===== src/rtl/muldiv_unit_pkg.sv =====
// Shared definitions for the multiply/divide unit: FSM encoding, divide
// iteration count and the extended register-file addresses of HI/LO.
package muldiv_unit_pkg;

  typedef enum logic [1:0] {
    ST_IDLE = 2'd0,
    ST_MUL  = 2'd1,
    ST_DIV  = 2'd2,
    ST_DONE = 2'd3
  } md_state_e;

  localparam int DIV_ITERS = 32;

  localparam logic [5:0] REG_LO = 6'd32;
  localparam logic [5:0] REG_HI = 6'd33;

endpackage


===== src/rtl/muldiv_unit_div_core.sv =====
// Iterative restoring divider: one quotient bit per cycle on operand
// magnitudes, with sign fix-up and divide-by-zero override on the final result.
module div_core
  import muldiv_unit_pkg::*;
(
  input  logic        clk,
  input  logic        resetn,
  input  logic        start,
  input  logic        step,
  input  logic        is_signed,
  input  logic [31:0] dividend,
  input  logic [31:0] divisor,
  output logic        last,
  output logic [31:0] quo_res,
  output logic [31:0] rem_res
);

  logic [31:0] rem_q, quo_q, dvsr_q, dividend_q;
  logic [4:0]  cnt_q;
  logic        neg_quo_q, neg_rem_q, zero_q;

  logic        a_neg, b_neg;
  logic [31:0] a_mag, b_mag;
  logic [33:0] diff;
  logic        fits;
  logic [31:0] rem_n, quo_n;

  assign a_neg = is_signed & dividend[31];
  assign b_neg = is_signed & divisor[31];
  assign a_mag = a_neg ? (32'd0 - dividend) : dividend;
  assign b_mag = b_neg ? (32'd0 - divisor) : divisor;

  // Shift the next dividend bit into the partial remainder and try a subtract;
  // the extra top bit of diff is the borrow.
  assign diff  = {1'b0, rem_q, quo_q[31]} - {2'b00, dvsr_q};
  assign fits  = ~diff[33];
  assign rem_n = fits ? diff[31:0] : {rem_q[30:0], quo_q[31]};
  assign quo_n = {quo_q[30:0], fits};

  assign last = (cnt_q == 5'(DIV_ITERS - 1));

  // Results reflect the iteration in flight so the top can register them on
  // the same edge that completes the last iteration.
  assign quo_res = zero_q ? 32'hFFFF_FFFF :
                   (neg_quo_q ? (32'd0 - quo_n) : quo_n);
  assign rem_res = zero_q ? dividend_q :
                   (neg_rem_q ? (32'd0 - rem_n) : rem_n);

  always_ff @(posedge clk or negedge resetn) begin
    if (!resetn) begin
      rem_q      <= '0;
      quo_q      <= '0;
      dvsr_q     <= '0;
      dividend_q <= '0;
      cnt_q      <= '0;
      neg_quo_q  <= 1'b0;
      neg_rem_q  <= 1'b0;
      zero_q     <= 1'b0;
    end else if (start) begin
      rem_q      <= '0;
      quo_q      <= a_mag;
      dvsr_q     <= b_mag;
      dividend_q <= dividend;
      cnt_q      <= '0;
      neg_quo_q  <= a_neg ^ b_neg;
      neg_rem_q  <= a_neg;
      zero_q     <= (divisor == 32'd0);
    end else if (step) begin
      rem_q <= rem_n;
      quo_q <= quo_n;
      cnt_q <= cnt_q + 5'd1;
    end
  end

endmodule


===== src/rtl/muldiv_unit.sv =====
// HI/LO multiply/divide unit: single-cycle multiply, 32-cycle divide, and a
// one-cycle write strobe for the HI/LO registers when a result is ready.
module muldiv_unit
  import muldiv_unit_pkg::*;
(
  input  logic        clk,
  input  logic        resetn,
  input  logic        md_mult_en,
  input  logic        md_div_en,
  input  logic        md_is_signed,
  input  logic [31:0] md_src1,
  input  logic [31:0] md_src2,
  output logic        md_busy,
  output logic        md_we,
  output logic [31:0] md_hi,
  output logic [31:0] md_lo
);

  // Handshake: a request (md_mult_en/md_div_en) is taken on any rising edge
  // where md_busy is 0; while md_busy is 1 requests are dropped, not queued.
  md_state_e   state_q, state_d;
  logic        mul_start, div_start;
  logic [31:0] op_a, op_b;
  logic        op_signed;

  logic signed [32:0] ext_a, ext_b;
  logic signed [65:0] prod_full;
  logic [63:0]        product;

  logic        div_last;
  logic [31:0] div_quo, div_rem;

  assign md_busy = (state_q != ST_IDLE);
  assign md_we   = (state_q == ST_DONE);

  always_comb begin
    state_d   = state_q;
    mul_start = 1'b0;
    div_start = 1'b0;
    case (state_q)
      ST_IDLE: begin
        if (md_mult_en) begin
          state_d   = ST_MUL;
          mul_start = 1'b1;
        end else if (md_div_en) begin
          state_d   = ST_DIV;
          div_start = 1'b1;
        end
      end
      ST_MUL:  state_d = ST_DONE;
      ST_DIV:  if (div_last) state_d = ST_DONE;
      ST_DONE: state_d = ST_IDLE;
      default: state_d = ST_IDLE;
    endcase
  end

  always_ff @(posedge clk or negedge resetn) begin
    if (!resetn) state_q <= ST_IDLE;
    else         state_q <= state_d;
  end

  always_ff @(posedge clk or negedge resetn) begin
    if (!resetn) begin
      op_a      <= '0;
      op_b      <= '0;
      op_signed <= 1'b0;
    end else if (mul_start) begin
      op_a      <= md_src1;
      op_b      <= md_src2;
      op_signed <= md_is_signed;
    end
  end

  // 33-bit operands let one signed multiplier serve both MULT and MULTU.
  assign ext_a     = $signed({op_signed & op_a[31], op_a});
  assign ext_b     = $signed({op_signed & op_b[31], op_b});
  assign prod_full = ext_a * ext_b;
  assign product   = prod_full[63:0];

  always_ff @(posedge clk or negedge resetn) begin
    if (!resetn) begin
      md_hi <= '0;
      md_lo <= '0;
    end else if (state_q == ST_MUL) begin
      md_hi <= product[63:32];
      md_lo <= product[31:0];
    end else if (state_q == ST_DIV && div_last) begin
      md_hi <= div_rem;
      md_lo <= div_quo;
    end
  end

  div_core u_div_core (
    .clk       (clk),
    .resetn    (resetn),
    .start     (div_start),
    .step      (state_q == ST_DIV),
    .is_signed (md_is_signed),
    .dividend  (md_src1),
    .divisor   (md_src2),
    .last      (div_last),
    .quo_res   (div_quo),
    .rem_res   (div_rem)
  );

endmodule


===== config.mk =====
export PLATFORM = sky130hd
export DESIGN_NAME = muldiv_unit
export DESIGN_NICKNAME = d
export VERILOG_FILES = /design/src/rtl/muldiv_unit_pkg.sv /design/src/rtl/muldiv_unit_div_core.sv /design/src/rtl/muldiv_unit.sv
export SDC_FILE = /design/constraint.sdc
export NUM_CORES = 2
export LEC_CHECK = 0
export BUFFER_PORTS_ARGS = -buffer_cell sky130_fd_sc_hd__buf_2
export CORE_ASPECT_RATIO = 1.1
export CORE_MARGIN = 4
export CORE_UTILIZATION = 55
export CTS_CLUSTER_SIZE = 14
export DETAILED_ROUTE_END_ITERATION = 16
export MAX_ROUTING_LAYER = met4
export PLACE_DENSITY = 0.69
export SYNTH_ARGS = -nofsm -noshare
export SYNTH_HDL_FRONTEND = slang
export SYNTH_SLANG_ARGS = --single-unit

===== constraint.sdc =====
create_clock -name clk -period 22.1 [get_ports clk]
set_input_delay 4.42 -clock clk [delete_from_list [all_inputs] [get_ports clk]]
set_output_delay 4.42 -clock clk [all_outputs]
set_load 0.05 [all_outputs]

== Yosys cells after proc, flatten, opt, wreduce, memory -nomap -nowiden ==
Cells that the tools add are included.

* Flip-flop bits (word level): 267
* Latch bits: 0
* Bits in writable memories: 0
* Bits in read-only memories: 0
* Input bits: 69
* Output and inout port bits: 66
* Memories: 0

* $add $sub $neg: 6
* $mul: 1
* Div/mod/pow operators: 0
* Order comparisons: 0
* Eq/ne operators: 6
* Shift-type cells: 0
* Muxes and demuxes: 26
* Bitwise logic cells: 6
* Reduce and logical (&&, ||, !) cells: 7

{| class="wikitable"
|+ Operator list
! operator !! count
|-
| 32-bit two-way mux || 15
|-
| 1-bit by 32-bit subtractor with 32-bit output (first input constant) || 4
|-
| 33-bit by 33-bit multiplier with 64-bit output || 1
|-
| 33-bit by 32-bit subtractor with 34-bit output || 1
|-
| 32-bit logical NOT || 1
|-
| 5-bit two-way mux || 2
|-
| 2-bit one-hot mux with 4 select lines || 1
|-
| 2-bit two-way mux || 3
|-
| 2-bit nonzero test || 3
|-
| 5-bit by 1-bit adder with 5-bit output (second input constant) || 1
|-
| 5-bit equality test (second input constant) || 1
|-
| 1-bit two-way mux || 5
|-
| 1-bit AND || 4
|-
| 2-bit equality test (second input constant) || 2
|-
| 3-bit != test (second input constant) || 1
|-
| 2-bit by 1-bit equality test with 1-bit output (second input constant) || 1
|-
| 2-bit logical NOT || 1
|-
| 2-bit != test (second input constant) || 1
|-
| 2-bit AND reduction || 1
|-
| 1-bit logical AND || 1
|-
| 1-bit inverter || 1
|-
| 1-bit bitwise XOR || 1
|}

== Depth between registers and ports, before layout ==
* Word-level depth: 7
* Gate-level depth with buffers: 32

== Cells and area by module ==
From an unflattened synthesis, not the netlist that was laid out.

* Cell total of the unflattened synthesis: 6075
* Area total of the unflattened synthesis: 54931.4 µm²

{| class="wikitable"
|+ Modules (own cells, without submodules)
! module !! times used !! cells each !! area an instance (µm²) !! seq. area each (µm²)
|-
| muldiv_unit || 1 || 4628 || 43434.2 || 3278.1
|-
| div_core || 1 || 1447 || 11497.3 || 3403.3
|}

== Least setup slack after synthesis ==
No wires, ideal clock.

* Path type: flip-flop to flip-flop
* Start point: register op_a[31]
* End point: register md_hi[31]
* Arrival time: 8448 ps
* Data required time: 21961 ps
* Slack: 13514 ps
* Stages on the path, launching flop included: 30
* Path buffers: 2
* Clock period less this slack: 8586 ps
* Cells stage by stage: dfrtp_1 -> clkbuf_1 -> and2_1 -> clkbuf_1 -> nand2_1 -> inv_1 -> fa_1 -> inv_1 -> fa_1 -> inv_1 -> fa_1 -> fa_1 -> inv_1 -> fa_1 -> inv_1 -> fa_1 -> inv_1 -> fa_1 -> fa_1 -> inv_1 -> ha_1 -> a2111oi_0 -> a211oi_1 -> a31oi_1 -> o21ai_0 -> o32ai_1 -> o21ai_0 -> a31oi_1 -> o41ai_1 -> or4_1

* Word-level cells in the longest chain between the ends: 3

{| class="wikitable"
|+ RTL lines
! element !! RTL line !! RTL
|-
| start: declaration || muldiv_unit.sv:23 || <nowiki>logic [31:0] op_a, op_b;</nowiki>
|-
| start signal: assignment || muldiv_unit.sv:68 || <nowiki>op_a <= md_src1;</nowiki>
|-
| 1-bit AND || muldiv_unit.sv:75 || <nowiki>assign ext_a = $signed({op_signed & op_a[31], op_a});</nowiki>
|-
| 33-bit by 33-bit multiplier with 64-bit output (*) || muldiv_unit.sv:77 || <nowiki>assign prod_full = ext_a * ext_b;</nowiki>
|-
| 32-bit two-way mux (*) || muldiv_unit.sv:84 || <nowiki>end else if (state_q == ST_MUL) begin</nowiki>
|-
| end signal: assignment || muldiv_unit.sv:85 || <nowiki>md_hi <= product[63:32];</nowiki>
|-
| end signal: assignment || muldiv_unit.sv:88 || <nowiki>md_hi <= div_rem;</nowiki>
|-
| end: declaration || muldiv_unit.sv:15 || <nowiki>output logic [31:0] md_hi,</nowiki>
|}

Every way passes the cells marked *; elsewhere a longest branch is shown, timed or not.
A chain may end at the register's enable or synchronous reset.

== Worst setup path after layout ==
* Start point: register op_signed
* End point: register md_hi[31]

* Word-level cells in the longest chain between the ends: 3

{| class="wikitable"
|+ RTL lines
! element !! RTL line !! RTL
|-
| start: declaration || muldiv_unit.sv:24 || <nowiki>logic op_signed;</nowiki>
|-
| start signal: assignment || muldiv_unit.sv:70 || <nowiki>op_signed <= md_is_signed;</nowiki>
|-
| 1-bit AND (on tied branches) || muldiv_unit.sv:75, muldiv_unit.sv:76 ||
|-
| 33-bit by 33-bit multiplier with 64-bit output (*) || muldiv_unit.sv:77 ||
|-
| 32-bit two-way mux (*) || muldiv_unit.sv:84 ||
|}

Marks and branches as above.

==> results by group <==
Outcome
  – Status: finished clean

Job
  – MaxCap Viol Count: 0

Clock tree
  – Setup bufs post-CTS: 0
  – CTS clk-pin slew, worst paths: 0.07 ns
  – Worst-skew pair later-pin latency: 0.58 ns
  – Resize count post-CTS: 0
  – CTS Hold Buffers Added: 0
  – CTS sink count: 267
  – Clock root buffer: clkbuf_16
  – Cts bufs inserted: 28
  – CTS tree: built
  – H-tree Lvls: 1
  – Largest buffer count on any clock path: 3

Finish
  – Layout area overhead: 4.590%
  – Fin nets: 7406
  – Layout cells sized above 1: 0.06239

Synthesis
  – Ys flop type: dfrtp_1
  – #FFs+latches synth: 267
  – Async S/R FF share, synth: 1.000
  – Most frequent cell after synthesis: inv_1
  – Mapped Cells: 6068
  – Number of flops mapped to enable cells by yosys: 0
  – Area share of the largest cell type after synthesis: 0.4135
  – Synth Cell Area: 54520 µm²
  – Unique masters post-synth: 83
  – Synth area leaders: fa_1 41%, dfrtp_1 12%, inv_1 8.2%
  – Post-synthesis sequential area ratio: 0.1226
  – Mapped Nets: 7517
  – YS warnings: 0
  – Syn Area/Cell: 8.984 µm²
  – Most instantiated cells after synthesis: 1188 x inv_1, 1126 x fa_1, 1015 x nand2_1, 357 x and2_1, 317 x clkbuf_1
  – Synth area leader: fa_1

STA
  – Final Slew Violations: 0
  – Fmax: 96.27 MHz
  – Tcrit/Tclk final: 0.4700
  – Slew headroom: 0.1835
  – Slew @ Worst Pin: 1.225 ns
  – # setup viols final: 0
  – Final hold vios: 0
  – Final Skew: 0.01421 ns
  – Period minus WS final: 10.39 ns
  – Setup TNS: 0 ns
  – Unrepaired setup endpoints after global routing: no

Critical path
  – CP most frequent cell: fa_1
  – Slowest cell on the critical path: dfrtp_1
  – Critical Path AT: 10.83 ns
  – Crit path max fanout: 22
  – CP Launch Type: flop
  – CP top delay family: adder cells
  – Setup Crit Path Kind: flop to flop
  – CP endpoint kind: flop
  – Crit path required time: 22.55 ns
  – Max incr delay on CP: 0.97 ns
  – Critical path buffer and inverter count: 7

Detailed routing
  – 1st-iter DRT viols: 2864
  – Drt pass-1 iters: 7
  – Via count: 41750
  – Avg WL per Cell: 21.06 µm
  – Final ANT Viol Nets: 0
  – Post-Route WL: 153000 µm
  – Vias per inst: 5.747
  – # DRC: 0

Placement
  – Hpwl dp: 121900 µm
  – Port buffer count: 134
  – Global placer's final weighted congestion: 0.9854

Global route
  – Number of global-route vias before repair: 44410
  – GRT Total Usage: 0.3117
  – M1 GR Usage: 0.3863
  – Pin count of the biggest net entering global routing: 170
  – M2 GR Usage: 0.5272
  – Grt peak-use layer: met2
  – Global-route wire length before repair: 248100 µm
  – M3 GR Usage: 0.03489
  – Initial antenna violation count: 5
  – Grt ovf: 0

Floorplan
  – Die area: 104200 µm²
  – Die height: 338.2 µm
  – Die Width: 308.2 µm
  – Site row count: 120
  – # IOs: 135
  – Core Area: 97890 µm²
  – Initial core utilization: 0.5569

Hold path
  – Hold Path Class: flop to flop
flip-flops by register name (all words and copies together) (netlist names):
| name | cells |
|---|---|
| md_hi | 32 |
| md_lo | 32 |
| op_a | 32 |
| op_b | 32 |
| u_div_core.dividend_q | 32 |
| u_div_core.dvsr_q | 32 |
| u_div_core.quo_q | 32 |
| u_div_core.rem_q | 32 |
| u_div_core.cnt_q | 5 |
| state_q | 2 |
| op_signed | 1 |
| u_div_core.neg_quo_q | 1 |
| u_div_core.neg_rem_q | 1 |
| u_div_core.zero_q | 1 |
worst paths after layout:
path / startpoint / endpoint / slack (ns) / cells after the start
worst max-delay path: op_signed / md_hi[31] / 11.71 / 28
worst min-delay path: u_div_core.dividend_q[19] / u_div_core.dividend_q[19] / 0.47 / 2
worst max register to register: op_signed / md_hi[31] / 11.71 / 28
worst min register to register: u_div_core.dividend_q[19] / u_div_core.dividend_q[19] / 0.47 / 2
max in group asynchronous: resetn / op_a[19] / 16.74 / 2
min in group asynchronous: resetn / u_div_core.cnt_q[1] / 3.82 / 1
routing by layer:
layer	share of wire	up-vias
li1	-	18360
met1	0.38	21530
met2	0.50	1500
met3	0.063	359
met4	0.049	0
met5	0	-
cells by family after synthesis:
kind of cell | share of synthesized area
multiplexers | 0.02846
XOR/XNOR | 0.03245
AO/OA/AOI/OAI | 0.08320
AND/OR/NAND/NOR | 0.1554
flip-flops | 0.1226
buffers and inverters | 0.1061
adder cells (fa/ha/maj) | 0.4718
placed cells by master (no fill, tap or decap), drive strengths merged, types with 10 or more instances in the layout:
cell type	n
mux2	72
fa	1126
o21ai	222
nor2	174
o211ai	13
inv	1189
nand4	29
nor3	49
o21bai	13
and2	358
a21o	41
nand3	42
xnor2	133
clkbuf	44
o31ai	37
o22ai	26
mux2i	74
nand2	1015
dfrtp	267
nand2b	22
and4	11
xor2	69
a31oi	24
nor4	12
nor2b	16
a21oi	171
or2	12
a221o	10
o41ai	18
ha	254
buf	205
or4	17
and3	40
a211oi	43
through the flow:
step	hold WS [ns]	worst slack, ns	std cells	area (µm²)	util
final	0.4744	11.71	7264	57020	0.5825
after global routing	0.4904	11.09	7263	57020	0.5824
after CTS	0.4746	11.80	7260	57010	0.5823
after detailed placement	0.4588	11.83	7208	56080	0.5729
after global placement	0.4556	12.11	7208	56080	0.5729
after floorplan	0.4374	13.51	6068	54520	-
cell type report:
cell class / instances / area, µm²
diodes: 4 / 10.01
clock buffers: 44 / 872.1
clock inverters: 8 / 53.80
fillers: 8738 / 40880
inverters: 1189 / 4463
multi-input cells: 4266 / 42100
flip-flops and latches: 267 / 6695
well taps: 1281 / 1603
repair buffers: 205 / 1226
worst min-delay path: stages, from the launching register on:
cell,delay [ns]
dfrtp_1,0.34
nand2_1,0.05
nand2_1,0.06
Power is not shown: default switching activity piles up to over one toggle a cycle in this logic, so the estimate is an artifact.
